### src/rtl/arp_tbl_arbiter.sv
// ARP next-hop table arbiter: shares one 32x96 single-port RAM between software
// read/write and a linear lookup scan. Optional early scan exit: ARP_SCAN_EARLY_EXIT_EN.
module arp_tbl_arbiter #(
  parameter int C_S_AXI_DATA_WIDTH = 32
) (
  input  logic                              AXI_ACLK,
  input  logic                              AXI_RESET,
  input  logic                              tbl_wr_req,
  input  logic [4:0]                        tbl_wr_addr,
  input  logic [3*C_S_AXI_DATA_WIDTH-1:0]   tbl_wr_data,
  output logic                              tbl_wr_ack,
  input  logic                              tbl_rd_req,
  input  logic [4:0]                        tbl_rd_addr,
  output logic [3*C_S_AXI_DATA_WIDTH-1:0]   tbl_rd_data,
  output logic                              tbl_rd_ack,
  input  logic                              lkp_req,
  input  logic [31:0]                       lkp_ip,
  output logic                              lkp_ready,
  output logic                              lkp_done,
  output logic                              lkp_hit,
  output logic [47:0]                       lkp_mac,
  output logic [4:0]                        lkp_idx,
  output logic                              mem_en,
  output logic                              mem_we,
  output logic [4:0]                        mem_addr,
  output logic [3*C_S_AXI_DATA_WIDTH-1:0]   mem_wdata,
  input  logic [3*C_S_AXI_DATA_WIDTH-1:0]   mem_rdata,
  input  logic                              clear,
  output logic [31:0]                       lkp_miss_count
);
  localparam int ENT_W = 3*C_S_AXI_DATA_WIDTH;
`ifdef ARP_SCAN_EARLY_EXIT_EN
  localparam logic EARLY_EXIT = 1'b1;
`else
  localparam logic EARLY_EXIT = 1'b0;
`endif

  typedef enum logic [2:0] {IDLE, SW_WR, SW_RD, SW_RDW, SCAN, DRAIN} state_e;

  state_e             state_q, state_d;
  logic               wr_pend_q, wr_pend_d, rd_pend_q, rd_pend_d;
  logic [4:0]         wr_addr_q, wr_addr_d, rd_addr_q, rd_addr_d;
  logic [ENT_W-1:0]   wr_data_q, wr_data_d;
  logic [31:0]        ip_q, ip_d;
  logic               cmp_vld_q, cmp_vld_d;
  logic [4:0]         cmp_idx_q, cmp_idx_d;
  logic               found_q, found_d;
  logic [4:0]         found_idx_q, found_idx_d;
  logic [47:0]        found_mac_q, found_mac_d;
  logic               mem_en_q, mem_en_d, mem_we_q, mem_we_d;
  logic [4:0]         mem_addr_q, mem_addr_d;
  logic [ENT_W-1:0]   mem_wdata_q, mem_wdata_d;
  logic               wr_ack_q, wr_ack_d, rd_ack_q, rd_ack_d;
  logic [ENT_W-1:0]   rd_data_q, rd_data_d;
  logic               done_q, done_d, hit_q, hit_d;
  logic [47:0]        mac_q, mac_d;
  logic [4:0]         idx_q, idx_d;
  logic [31:0]        miss_q, miss_d;
  logic               hit_s, scan_end_s, wr_taken_s, rd_taken_s;

  always_comb begin
    state_d     = state_q;
    ip_d        = ip_q;
    cmp_vld_d   = 1'b0;
    cmp_idx_d   = mem_addr_q;
    found_d     = found_q;
    found_idx_d = found_idx_q;
    found_mac_d = found_mac_q;
    mem_en_d    = 1'b0;
    mem_we_d    = 1'b0;
    mem_addr_d  = mem_addr_q;
    mem_wdata_d = mem_wdata_q;
    wr_ack_d    = 1'b0;
    rd_ack_d    = 1'b0;
    rd_data_d   = rd_data_q;
    done_d      = 1'b0;
    hit_d       = hit_q;
    mac_d       = mac_q;
    idx_d       = idx_q;
    miss_d      = miss_q;
    scan_end_s  = 1'b0;
    wr_taken_s  = 1'b0;
    rd_taken_s  = 1'b0;

    // Data returned for the address issued last cycle; IP 0 marks an empty slot.
    hit_s = cmp_vld_q && (state_q == SCAN || state_q == DRAIN) &&
            (mem_rdata[31:0] == ip_q) && (mem_rdata[31:0] != 32'd0);

    if (hit_s && !found_q) begin
      found_d     = 1'b1;
      found_idx_d = cmp_idx_q;
      found_mac_d = mem_rdata[79:32];
    end else begin
      found_d = found_q;
    end

    case (state_q)
      IDLE: begin
        if (wr_pend_q) begin
          state_d     = SW_WR;
          mem_en_d    = 1'b1;
          mem_we_d    = 1'b1;
          mem_addr_d  = wr_addr_q;
          mem_wdata_d = wr_data_q;
          wr_taken_s  = 1'b1;
        end else if (rd_pend_q) begin
          state_d    = SW_RD;
          mem_en_d   = 1'b1;
          mem_addr_d = rd_addr_q;
          rd_taken_s = 1'b1;
        end else if (lkp_req) begin
          state_d    = SCAN;
          mem_en_d   = 1'b1;
          mem_addr_d = 5'd0;
          ip_d       = lkp_ip;
          found_d    = 1'b0;
        end else begin
          state_d = IDLE;
        end
      end
      SW_WR: begin
        wr_ack_d = 1'b1;
        state_d  = IDLE;
      end
      SW_RD: state_d = SW_RDW;
      SW_RDW: begin
        rd_data_d = mem_rdata;
        rd_ack_d  = 1'b1;
        state_d   = IDLE;
      end
      SCAN: begin
        cmp_vld_d = 1'b1;
        if (EARLY_EXIT && hit_s) begin
          scan_end_s = 1'b1;
          state_d    = IDLE;
        end else if (mem_addr_q == 5'd31) begin
          state_d = DRAIN;
        end else begin
          mem_en_d   = 1'b1;
          mem_addr_d = mem_addr_q + 5'd1;
        end
      end
      DRAIN: begin
        scan_end_s = 1'b1;
        state_d    = IDLE;
      end
      default: state_d = IDLE;
    endcase

    // A hit recorded earlier in the scan always wins over the current compare.
    if (scan_end_s) begin
      done_d = 1'b1;
      if (found_q) begin
        hit_d = 1'b1;
        idx_d = found_idx_q;
        mac_d = found_mac_q;
      end else if (hit_s) begin
        hit_d = 1'b1;
        idx_d = cmp_idx_q;
        mac_d = mem_rdata[79:32];
      end else begin
        hit_d  = 1'b0;
        idx_d  = 5'd0;
        mac_d  = 48'd0;
        miss_d = miss_q + 32'd1;
      end
    end else begin
      done_d = 1'b0;
    end

    if (clear) begin
      miss_d = 32'd0;
    end else begin
      miss_d = miss_d;
    end

    // A fresh pulse overrides both a stale pending entry and its consumption.
    if (tbl_wr_req) begin
      wr_pend_d = 1'b1;
      wr_addr_d = tbl_wr_addr;
      wr_data_d = tbl_wr_data;
    end else begin
      wr_pend_d = wr_pend_q & ~wr_taken_s;
      wr_addr_d = wr_addr_q;
      wr_data_d = wr_data_q;
    end
    if (tbl_rd_req) begin
      rd_pend_d = 1'b1;
      rd_addr_d = tbl_rd_addr;
    end else begin
      rd_pend_d = rd_pend_q & ~rd_taken_s;
      rd_addr_d = rd_addr_q;
    end
  end

  // State and datapath registers with synchronous reset.
  always_ff @(posedge AXI_ACLK) begin
    if (AXI_RESET) begin
      state_q     <= IDLE;
      wr_pend_q   <= 1'b0;
      rd_pend_q   <= 1'b0;
      wr_addr_q   <= 5'd0;
      rd_addr_q   <= 5'd0;
      wr_data_q   <= '0;
      ip_q        <= 32'd0;
      cmp_vld_q   <= 1'b0;
      cmp_idx_q   <= 5'd0;
      found_q     <= 1'b0;
      found_idx_q <= 5'd0;
      found_mac_q <= 48'd0;
      mem_en_q    <= 1'b0;
      mem_we_q    <= 1'b0;
      mem_addr_q  <= 5'd0;
      mem_wdata_q <= '0;
      wr_ack_q    <= 1'b0;
      rd_ack_q    <= 1'b0;
      rd_data_q   <= '0;
      done_q      <= 1'b0;
      hit_q       <= 1'b0;
      mac_q       <= 48'd0;
      idx_q       <= 5'd0;
      miss_q      <= 32'd0;
    end else begin
      state_q     <= state_d;
      wr_pend_q   <= wr_pend_d;
      rd_pend_q   <= rd_pend_d;
      wr_addr_q   <= wr_addr_d;
      rd_addr_q   <= rd_addr_d;
      wr_data_q   <= wr_data_d;
      ip_q        <= ip_d;
      cmp_vld_q   <= cmp_vld_d;
      cmp_idx_q   <= cmp_idx_d;
      found_q     <= found_d;
      found_idx_q <= found_idx_d;
      found_mac_q <= found_mac_d;
      mem_en_q    <= mem_en_d;
      mem_we_q    <= mem_we_d;
      mem_addr_q  <= mem_addr_d;
      mem_wdata_q <= mem_wdata_d;
      wr_ack_q    <= wr_ack_d;
      rd_ack_q    <= rd_ack_d;
      rd_data_q   <= rd_data_d;
      done_q      <= done_d;
      hit_q       <= hit_d;
      mac_q       <= mac_d;
      idx_q       <= idx_d;
      miss_q      <= miss_d;
    end
  end

  assign lkp_ready      = (state_q == IDLE) & ~wr_pend_q & ~rd_pend_q;
  assign tbl_wr_ack     = wr_ack_q;
  assign tbl_rd_ack     = rd_ack_q;
  assign tbl_rd_data    = rd_data_q;
  assign lkp_done       = done_q;
  assign lkp_hit        = hit_q;
  assign lkp_mac        = mac_q;
  assign lkp_idx        = idx_q;
  assign mem_en         = mem_en_q;
  assign mem_we         = mem_we_q;
  assign mem_addr       = mem_addr_q;
  assign mem_wdata      = mem_wdata_q;
  assign lkp_miss_count = miss_q;
endmodule

### config.mk
export PLATFORM = sky130hd
export DESIGN_NAME = arp_tbl_arbiter
export DESIGN_NICKNAME = d
export VERILOG_FILES = /design/src/rtl/arp_tbl_arbiter.sv
export SDC_FILE = /design/constraint.sdc
export NUM_CORES = 1
export LEC_CHECK = 0
export ABC_AREA = 1
export CORE_UTILIZATION = 43
export CTS_CLUSTER_DIAMETER = 30
export DETAILED_ROUTE_END_ITERATION = 12
export PLACE_DENSITY = 0.76
export RECOVER_POWER = 50
export SYNTH_ARGS = -nofsm -noshare
export SYNTH_HDL_FRONTEND = slang
export SYNTH_SLANG_ARGS = --single-unit
### constraint.sdc
create_clock -name AXI_ACLK -period 1.6 [get_ports AXI_ACLK]
set_input_delay 0.32 -clock AXI_ACLK [delete_from_list [all_inputs] [get_ports AXI_ACLK]]
set_output_delay 0.32 -clock AXI_ACLK [all_outputs]
set_load 0.01 [all_outputs]
==> flow_summary.toml <==
[floorplan]
die_area_um2 = 44400
core-area_um2 = 43100
pin_count = 529
row_count = 76
die_w_um = 211
die_y_um = 211
initial_core_util_pct = 43.5

[synth]
ys_ff_latch = 491
netlist_top_cells_count = "nor2_1, dfxtp_1, o21ai_0, nand2_1, a21oi_1"
synth.most_common_cell = "nor2_1"
synth_top_area_share_pct = 52.4
syn_area_um2 = 18700
syn_nets = 2777
yosysWarnings = 0
async_flop_share_pct = 0
synth_top_cell_by_area = "dfxtp_1"
synth_edf_count = 0
yosysUniqueCellTypes = 29
synth_area_leaders = "dfxtp_1, nor2_1, o21ai_0"
syn_inst = 2534
avgSynthCellArea_um2 = 7.40
synth_seq_area_share_pct = 52.4
synth_flop_cell = "dfxtp_1"

[drt]
top_layer = "met5"
drtIter0Drc = 1513
postRouteAntennaNets = 0
route.detailed.drc = 0
wl_met3_mm = 7.08
avgRoutedWirePerCell_um = 19.1
first_pass_iters = 5
viasPerCell = 5.35
vias = 20850
route.met2.wl_mm = 35.7
finalWirelength_mm = 74.5
wl_met1_mm = 27.5

[setup_path]
cpPeakStageDelay_ns = 0.31
cp_num_buf_inv = 3
arrival_ns = 2.52
crit_path_end_kind = "flop"
critical_path_class = "reg -> reg"
start_kind = "flop"
crit_family = "simple AND/OR/NAND/NOR gates"
cpMaxStageDelayCell = "dfxtp_2"
worst-path-max-fanout = 7
cp_cell_sequence = "inv_2 > nand2_4 > nor2_4 > nand2_1 > nor2_1 > nand2_2 > nor2_4 > nand3_4 > nor2_8 > buf_6 > buf_16 > nand2_2 > a21oi_1"
cp_data_required_time_ns = 2.15

[layout]
fin_nets = 3463
fillerInstances = 3010
multi_input_area_um2 = 8940
area_growth_pct = 66.2
regArea_um2 = 9910
layoutNonFillerInstCount = 3895
final_util_pct = 72.3
layout-drive-gt1-share_pct = 21.7

[placed_design]
globalplace.congestion = 0.942
portBuffers = 528
dp.final_hpwl_mm = 45.5
pre_cts_slack_ns = -0.899
dpl.cell_count = 3667

[clock_network]
clkTransAtPathRegs_ns = 0.05
cts_root_buffer = "clkbuf_16"
cts_hold_buffers = 0
cts_tree = "done"
numCtsBuffers = 103
clkSinkCount = 491
cts_buffer_depth = 3
clk_latency_ns = 0.64
cts.htree.levels = 3

[timing]
max_freq_mhz = 508
finalHoldViolations = 0
drv_slew = 0
skew_ns = 0.0318
fin_crit_sh_pct = 123
setup_viol = 196
timing.final.ws_setup_ns = -0.368
worstMarginPinSlew_ns = 0.757
relSlewSlack_pct = 49.4
hold_ws_ns = 0.0983
setup-tns-final_ns = -44.04
period_needed_ns = 1.97
rsz0062_at_grt = "yes"

[global_routing]
grt_pass1_wl_mm = 112
grt_start_max_net_pins = 101
grt-ovfl-total = 0
grt_usage_pct = 31.5
grt_pass1_vias = 21098
antenna_found_initial = 6

[outcome]
status = "complete, but fails checks"
violations = "setup timing"

[power]
ir_worst_vdd_mv = 1.28
power.density_nw_per_um2 = 1310
leakage_nw = 15.5

[worst_hold_path]
hp-class = "in -> reg"

[run]
maxCapViolCount = 0
placed cells by master, fill, tap and decap left out, types with 57 or more instances in the layout:
| cell | synthesis | layout |
|---|---|---|
| dfxtp_1 | 491 | 448 |
| a21oi_1 | 252 | 144 |
| a21oi_2 | 0 | 105 |
| buf_4 | 0 | 152 |
| inv_1 | 99 | 95 |
| nand2_1 | 344 | 258 |
| dlymetal6s2s_1 | 0 | 137 |
| clkbuf_16 | 0 | 109 |
| clkdlybuf4s50_1 | 0 | 237 |
| nor2_1 | 663 | 650 |
| o21ai_0 | 398 | 390 |
| clkdlybuf4s15_1 | 0 | 57 |
| nand2_4 | 0 | 61 |
through the flow:
| step | area, µm² | total power [mW] |
|---|---|---|
| floorplan | 18800 | 15.4 |
| global placement | 25900 | 18.0 |
| detailed placement | 25900 | 18.1 |
| CTS | 30700 | 40.8 |
| global route | 31200 | 42.0 |
| finish | 31200 | 40.7 |
metal layers:
| layer | GRT usage, % | up-vias |
|---|---|---|
| met5 | 0 | - |
| met1 | 35.4 | 9759 |
| met3 | 9.49 | 284 |
| li1 | - | 9661 |
| met4 | 19.8 | 4 |
| met2 | 52.2 | 1142 |
power by group:
part	internal, mW	switching (mW)
combinational	2.12	2.43
clock	15.5	7.20
sequential	13.0	0.419
total	30.7	10.0
flip-flops by register name, summed over array words and instances, names as in the netlist, 3 cells and up:
register        flops
mem_addr            5
ip_q               32
found_idx_q         5
rd_addr_q           5
wr_data_q          96
tbl_rd_data        96
lkp_miss_count     32
cmp_idx_q           5
wr_addr_q           5
state_q             3
lkp_idx             5
lkp_mac            48
found_mac_q        48
mem_wdata          96
worst paths after layout:
check,startpoint,endpoint,slack [ns],depth (start not counted)
max,state_q[1]$_SDFFE_PP0N_,found_mac_q[2]$_SDFFE_PP0P_,-0.37,13
max reg2reg,state_q[1]$_SDFFE_PP0N_,found_mac_q[2]$_SDFFE_PP0P_,-0.37,13
min reg2reg,found_idx_q[4]$_SDFFE_PP0P_,found_idx_q[4]$_SDFFE_PP0P_,0.47,2
min,AXI_RESET,tbl_rd_ack$_SDFF_PP0_,0.1,2
cell type report:
type	instances	area share [%]
clock inverter	63	2.92
tap	585	2.35
timing repair buffer	743	23.8
sequential	491	31.8
multi-input combinational	1777	28.7
inverter	104	1.28
antenna	4	0.0321
clock buffer	128	9.13
what timing repair did:
item,in CTS,in global routing
buffers inserted,21,9
gates resized for setup,532,375
setup endpoints to repair,483,502
pin swaps,50,54
cloned,8,4
kinds of logic (layout without fill, tap and decap cells):
group / count (synthesis) / after routing / share of synthesized area, %
compound gates: 661 / 661 / 17.8
xor+xnor: 29 / 29 / 1.35
fa+ha+maj: 3 / 3 / 0.200
buf+inv: 266 / 1038 / 5.57
flops: 491 / 491 / 52.4
other cells: 0 / 4 / 0
simple gates: 1084 / 1084 / 22.7
Note: power is estimated with default switching activity, not from simulation.
